[config.mk]
export PLATFORM = sky130hd
export DESIGN_NAME = control_sequencer
export DESIGN_NICKNAME = d
export VERILOG_FILES = /design/src/rtl/ctrl_defs.sv /design/src/rtl/iter_counter.sv /design/src/rtl/control_sequencer.sv
export SDC_FILE = /design/constraint.sdc
export NUM_CORES = 1
export LEC_CHECK = 0
export ABC_CLOCK_PERIOD_IN_PS = 2650
export CELL_PAD_IN_SITES_DETAIL_PLACEMENT = 0
export CELL_PAD_IN_SITES_GLOBAL_PLACEMENT = 2
export CORE_MARGIN = 1.5
export CORE_UTILIZATION = 29
export CTS_CLUSTER_SIZE = 12
export DETAILED_ROUTE_END_ITERATION = 12
export HOLD_SLACK_MARGIN = 0.02
export PLACE_DENSITY = 0.84
export RECOVER_POWER = 100
export SKIP_CTS_REPAIR_TIMING = 1
export SLEW_MARGIN = 20
export SYNTH_ARGS = -nofsm -noshare
export SYNTH_HDL_FRONTEND = slang
export SYNTH_SLANG_ARGS = --single-unit
export TNS_END_PERCENT = 20
[constraint.sdc]
create_clock -name clk -period 2.65 [get_ports clk]
set_input_delay 0.53 -clock clk [delete_from_list [all_inputs] [get_ports clk]]
set_output_delay 0.53 -clock clk [all_outputs]
set_load 0.02 [all_outputs]
[src/rtl/ctrl_defs.sv]
// Shared state codes for the control sequencer and the output decoder.
// Holds state width, state enum, and small state-class helpers.
package ctrl_defs;

  localparam int ST_W = 4;

  typedef enum logic [ST_W-1:0] {
    ST_IDLE   = 4'b0000,
    ST_B1     = 4'b0001,
    ST_B2     = 4'b0010,
    ST_B3     = 4'b0011,
    ST_B4     = 4'b0100,
    ST_B5     = 4'b0101,
    ST_B6     = 4'b0110,
    ST_B7     = 4'b0111,
    ST_B8     = 4'b1000,
    ST_B9     = 4'b1001,
    ST_B10    = 4'b1010,
    ST_DONE   = 4'b1011,
    ST_LOOP_A = 4'b1110,
    ST_LOOP_B = 4'b1111
  } state_e;

  localparam logic [ST_W-1:0] ST_BAD0 = 4'b1100;
  localparam logic [ST_W-1:0] ST_BAD1 = 4'b1101;

  function automatic logic is_illegal(
    input logic [ST_W-1:0] s
  );
    return (s == ST_BAD0) || (s == ST_BAD1);
  endfunction

  function automatic logic is_busy(
    input logic [ST_W-1:0] s
  );
    return (s != ST_IDLE) && (s != ST_DONE);
  endfunction

endpackage

[src/rtl/iter_counter.sv]
// Loop pass counter: load, decrement, hold, zero flag.
// Ports: clk, rst, i_load/i_ld_val, i_dec, i_hold -> o_cnt, o_zero.
module iter_counter #(
  parameter int W = 4
) (
  input  logic         clk,
  input  logic         rst,
  input  logic         i_load,
  input  logic [W-1:0] i_ld_val,
  input  logic         i_dec,
  input  logic         i_hold,
  output logic [W-1:0] o_cnt,
  output logic         o_zero
);

  logic [W-1:0] r_cnt;

  always_ff @(posedge clk) begin
    if (rst) begin
      r_cnt <= '0;
    end else if (i_hold) begin
      r_cnt <= r_cnt;
    end else if (i_load) begin
      r_cnt <= i_ld_val;
    end else if (i_dec && (r_cnt != '0)) begin
      r_cnt <= r_cnt - 1'b1;
    end
  end

  assign o_cnt  = r_cnt;
  assign o_zero = (r_cnt == '0);

endmodule

[src/rtl/control_sequencer.sv]
// Next-state engine: 4-bit state S, body/loop sequencing, start/ack.
// Ports: clk, rst, start, n_iter, hold, ack, [step] -> S, busy,
// iter_left, err. Option macro: CTRL_SINGLE_STEP_EN adds `step`.
module control_sequencer
  import ctrl_defs::*;
#(
  parameter int ITER_W = 4
) (
  input  logic              clk,
  input  logic              rst,
  input  logic              start,
  input  logic [ITER_W-1:0] n_iter,
  input  logic              hold,
  input  logic              ack,
`ifdef CTRL_SINGLE_STEP_EN
  input  logic              step,
`endif
  output logic [ST_W-1:0]   S,
  output logic              busy,
  output logic [ITER_W-1:0] iter_left,
  output logic              err
);

  logic [ST_W-1:0] r_s;
  logic            r_err;
  logic            w_adv;
  logic            w_bad;
  logic            w_zero;
  logic            w_load;
  logic            w_dec;
  logic            w_cnt_hold;

`ifdef CTRL_SINGLE_STEP_EN
  assign w_adv = !hold && step;
`else
  assign w_adv = !hold;
`endif

  assign w_bad = is_illegal(r_s);

  // counter only moves on the two transitions that own it
  assign w_load = (r_s == ST_IDLE) && start;
  assign w_dec  = (r_s == ST_B10) && !w_zero;
  assign w_cnt_hold = !w_adv || w_bad;

  iter_counter #(
    .W (ITER_W)
  ) u_cnt (
    .clk      (clk),
    .rst      (rst),
    .i_load   (w_load),
    .i_ld_val (n_iter),
    .i_dec    (w_dec),
    .i_hold   (w_cnt_hold),
    .o_cnt    (iter_left),
    .o_zero   (w_zero)
  );

  always_ff @(posedge clk) begin
    if (rst) begin
      r_s   <= ST_IDLE;
      r_err <= 1'b0;
    end else if (w_bad) begin
      // recovery ignores hold/step
      r_s   <= ST_IDLE;
      r_err <= 1'b1;
    end else if (w_adv) begin
      unique case (r_s)
        ST_IDLE: begin
          if (start) r_s <= ST_B1;
        end
        ST_B1, ST_B2, ST_B3, ST_B4, ST_B5,
        ST_B6, ST_B7, ST_B8, ST_B9: begin
          r_s <= r_s + 1'b1;
        end
        ST_B10: begin
          r_s <= w_zero ? ST_DONE : ST_LOOP_A;
        end
        ST_DONE: begin
          if (ack) r_s <= ST_IDLE;
        end
        ST_LOOP_A: r_s <= ST_LOOP_B;
        ST_LOOP_B: r_s <= ST_B1;
        default:   r_s <= ST_IDLE;
      endcase
    end
  end

  assign S    = r_s;
  assign err  = r_err;
  assign busy = is_busy(r_s);

endmodule

==> flow_metrics.tcl <==
set metrics [dict create \
    grt_pass1_vias 696 \
    tightest_slew_ns 0.827 \
    viasPerCell 5.25 \
    ys_seq_elements 9 \
    dp_cells 131 \
    drc 0 \
    totalWireLength_um 1850 \
    detailedPlace.worstSlack_ns 0.322 \
    final_max_slew_viol_count 0 \
    yosysWarnings 0 \
    clockRootBuffer "clkbuf_4" \
    arrival_ns 1.96 \
    worstPathMaxFanout 7 \
    p_int_w 0.000280 \
    layout-drive-gt1-share_pct 11.2 \
    synth_cells 86 \
    syn_nets 101 \
    num_rows 17 \
    stdcell_count 135 \
    clk_latency_ns 0.26 \
    p_comb_share_pct 38.0 \
    io_buffers 18 \
    cap_violations 0 \
    critical_path_required_ns 2.12 \
    via_count 709 \
    cts_buffer_depth 2 \
    dieArea_mm2 0.00282 \
    grt_pass1_wl_um 3030 \
    path_buf_inv 2 \
    ios 19 \
    gp_congestion 0.769 \
    power.switching_w 0.000145 \
    leakagePower_nw 0.372 \
    pwr-share-clk_pct 24.9 \
    ant_nets 0 \
    tritoncts "built" \
    finalSetupViolCount 0 \
    dp_hpwl_um 1420 \
    hold_violations 0 \
    critical_path_class "register to primary output" \
    clk_pin_slew_ns 0.06 \
    timing.final.crit_share_pct 94.0 \
    multi_input_area_um2 469 \
    antenna_cells 0 \
    yosysUniqueCellTypes 38 \
    avgRoutedWirePerCell_um 13.7 \
    power_frac_seq_pct 37.2 \
    critPathCaptureType "primary output" \
    critPathMaxStageDelay_ns 0.59 \
    clock_skew_ns 0.00941 \
    period_needed_ns 2.49 \
    placed_area_um2 926 \
    cpMaxStageDelayCell "clkdlybuf4s50_1" \
    area_delta_synth_final_pct 29.1 \
    clock.fmax_mhz 402 \
    fin_tns_setup_ns 0 \
    ys_seq_area_share_pct 24.8 \
    numCtsBuffers 3 \
    hold_path.class "register to register" \
    fp.dieH_um 53.1 \
    fin_area_um2 938 \
    nFillCells 243 \
    slew-limit-headroom_pct 44.5 \
    path_cells "inv_1, ha_1, mux2_2, nand2_1, clkdlybuf4s50_1" \
    status "complete, no violations" \
    rsz0062_at_grt "false" \
    grt_max_degree 16 \
    htree_num_levels 1 \
    startpoint_type "register" \
    nets 123 \
    drtIter0Drc 11 \
    grt_use_total_pct 14.9 \
    synth_area_per_cell_um2 8.45 \
    seqCellArea_um2 183 \
    fin_ws_ns 0.160 \
    path_delay_family "buffers and inverters" \
    core_region_area_mm2 0.00230 \
    ir_drop_v 0.000303 \
    power_density_mw_per_mm2 453 \
    start_util_pct 31.6 \
    swShare_pct 34.0 \
    firstDrtPassIters 4 \
    cts_sinks 9 \
    syn-cell-area_um2 727 \
    dieWidth_um 53.1 \
    power.total_w 0.000425 \
    overflow 0 \
    antenna_found_initial 0 \
]
## cells in the mapped netlist
| cell | n | area share, % |
|---|---|---|
| a31o_1 | 1 | 1.2 |
| and4bb_1 | 2 | 3.4 |
| nor2b_1 | 2 | 1.7 |
| o2bb2ai_2 | 1 | 2.1 |
| a31oi_1 | 1 | 0.86 |
| nor2_1 | 9 | 4.6 |
| mux2_2 | 1 | 1.5 |
| a22oi_1 | 1 | 1.0 |
| inv_1 | 7 | 3.6 |
| and3_1 | 1 | 0.86 |
| o21ai_0 | 3 | 2.1 |
| nor3_1 | 3 | 2.1 |
| a41oi_1 | 1 | 1.2 |
| a2111oi_0 | 1 | 1.2 |
| or2_2 | 1 | 0.86 |
| a21oi_1 | 5 | 3.4 |
| o21bai_1 | 1 | 1.0 |
| nand2b_1 | 1 | 0.86 |
| buf_6 | 1 | 1.5 |
| a211oi_1 | 4 | 4.1 |
| a211oi_2 | 1 | 1.7 |
| nand4bb_1 | 1 | 1.5 |
| dlymetal6s2s_1 | 1 | 1.7 |
| nor4_1 | 2 | 1.7 |
| dfxtp_1 | 9 | 25 |
| mux2_4 | 1 | 2.1 |
| a221oi_1 | 1 | 1.2 |
| o2bb2ai_1 | 2 | 2.4 |
| nor3b_1 | 2 | 2.1 |
| a311oi_1 | 1 | 1.2 |
| o21ai_1 | 3 | 2.1 |
| inv_2 | 1 | 0.52 |
| and2_2 | 1 | 1.0 |
| nand2_1 | 4 | 2.1 |
| buf_4 | 1 | 1.0 |
| nor3b_2 | 1 | 1.7 |
| a222oi_1 | 1 | 1.4 |
| ha_1 | 6 | 10 |
## flip-flops by register name (all words and copies together) (netlist names)
register / count
S: 4
u_cnt.o_cnt: 4
err: 1
## power groups by stage
stage                     clock (W)  sequential, W  combinational [W]
final                      0.000106       0.000158           0.000161
after global routing       0.000119       0.000160           0.000180
after CTS                  0.000112       0.000157           0.000169
after detailed placement          0       0.000160           0.000169
after global placement            0       0.000160           0.000167
after floorplan                   0       0.000168           0.000101
## through the flow
stage	util (%)	hold slack (ns)
2_1_floorplan	-	0.580
3_3_place_gp	40.3	0.484
3_5_place_dp	40.3	0.488
4_1_cts	41.4	0.515
5_1_grt	40.8	0.533
6_report	40.8	0.501
## worst register-to-register path: cells and delay by family, from the launching register on
kind / cells / cell delay [ns]
AOI/OAI and AO/OA: 3 / 1.16
and+or+nand+nor: 1 / 0.19
adders and majority gates: 1 / 0.27
DFF: 1 / 0.39
buffers and inverters: 1 / 0.10
## placed cells by master (no fill, tap or decap), drive strengths merged
cell and instances:
nor4 2, a22oi 1, a211oi 5, clkdlybuf4s50 9, nand2 4, inv 8, dlygate4sd3 9, a311oi 1
and4bb 2, a221oi 1, a31o 1, a21oi 5, dfxtp 9, ha 6, and3 1, nand2b 1
o21ai 6, nor3 3, nor2 9, nor3b 3, a41oi 1, or2 1, and2 1, buf 2
a31oi 1, clkbuf 4, o2bb2ai 3, o21bai 1, nand4bb 1, a222oi 1, a2111oi 1, mux2 2
nor2b 2
## final timing paths
kind | from | endpoint | slack, ns | depth (start not counted)
max reg2reg | S[0]$_SDFFE_PP0P_ | S[3]$_SDFFE_PP0P_ | 0.46 | 6
min | err$_SDFFE_PP0P_ | err$_SDFFE_PP0P_ | 0.50 | 2
min reg2reg | err$_SDFFE_PP0P_ | err$_SDFFE_PP0P_ | 0.50 | 2
max | S[0]$_SDFFE_PP0P_ | busy | 0.16 | 5
## final cells by class
class	count	area share [%]
multi-input combinational	66	50.0
timing repair buffer	20	20.8
sequential	9	19.5
tap	28	3.73
inverter	8	3.20
clock buffer	4	2.80
## metal layers
layer / wire length, um / global-route usage, % / vias to the layer above
met3: 86 / 5.08 / 2
met1: 956 / 19.7 / 329
met2: 796 / 23.8 / 16
met5: 0 / 0 / -
met4: 12 / 2.56 / 0
li1: - / - / 362
## cells by family (layout without fill, tap and decap cells)
kind of cell	Yosys count	after routing	share of synthesized area (%)
fa+ha+maj	6	6	10.3
flops	9	9	24.8
simple gates	30	30	24.6
buf+inv	11	32	8.43
mux	2	2	3.61
compound gates	28	28	28.2
Power figures use the tool's default switching activity.
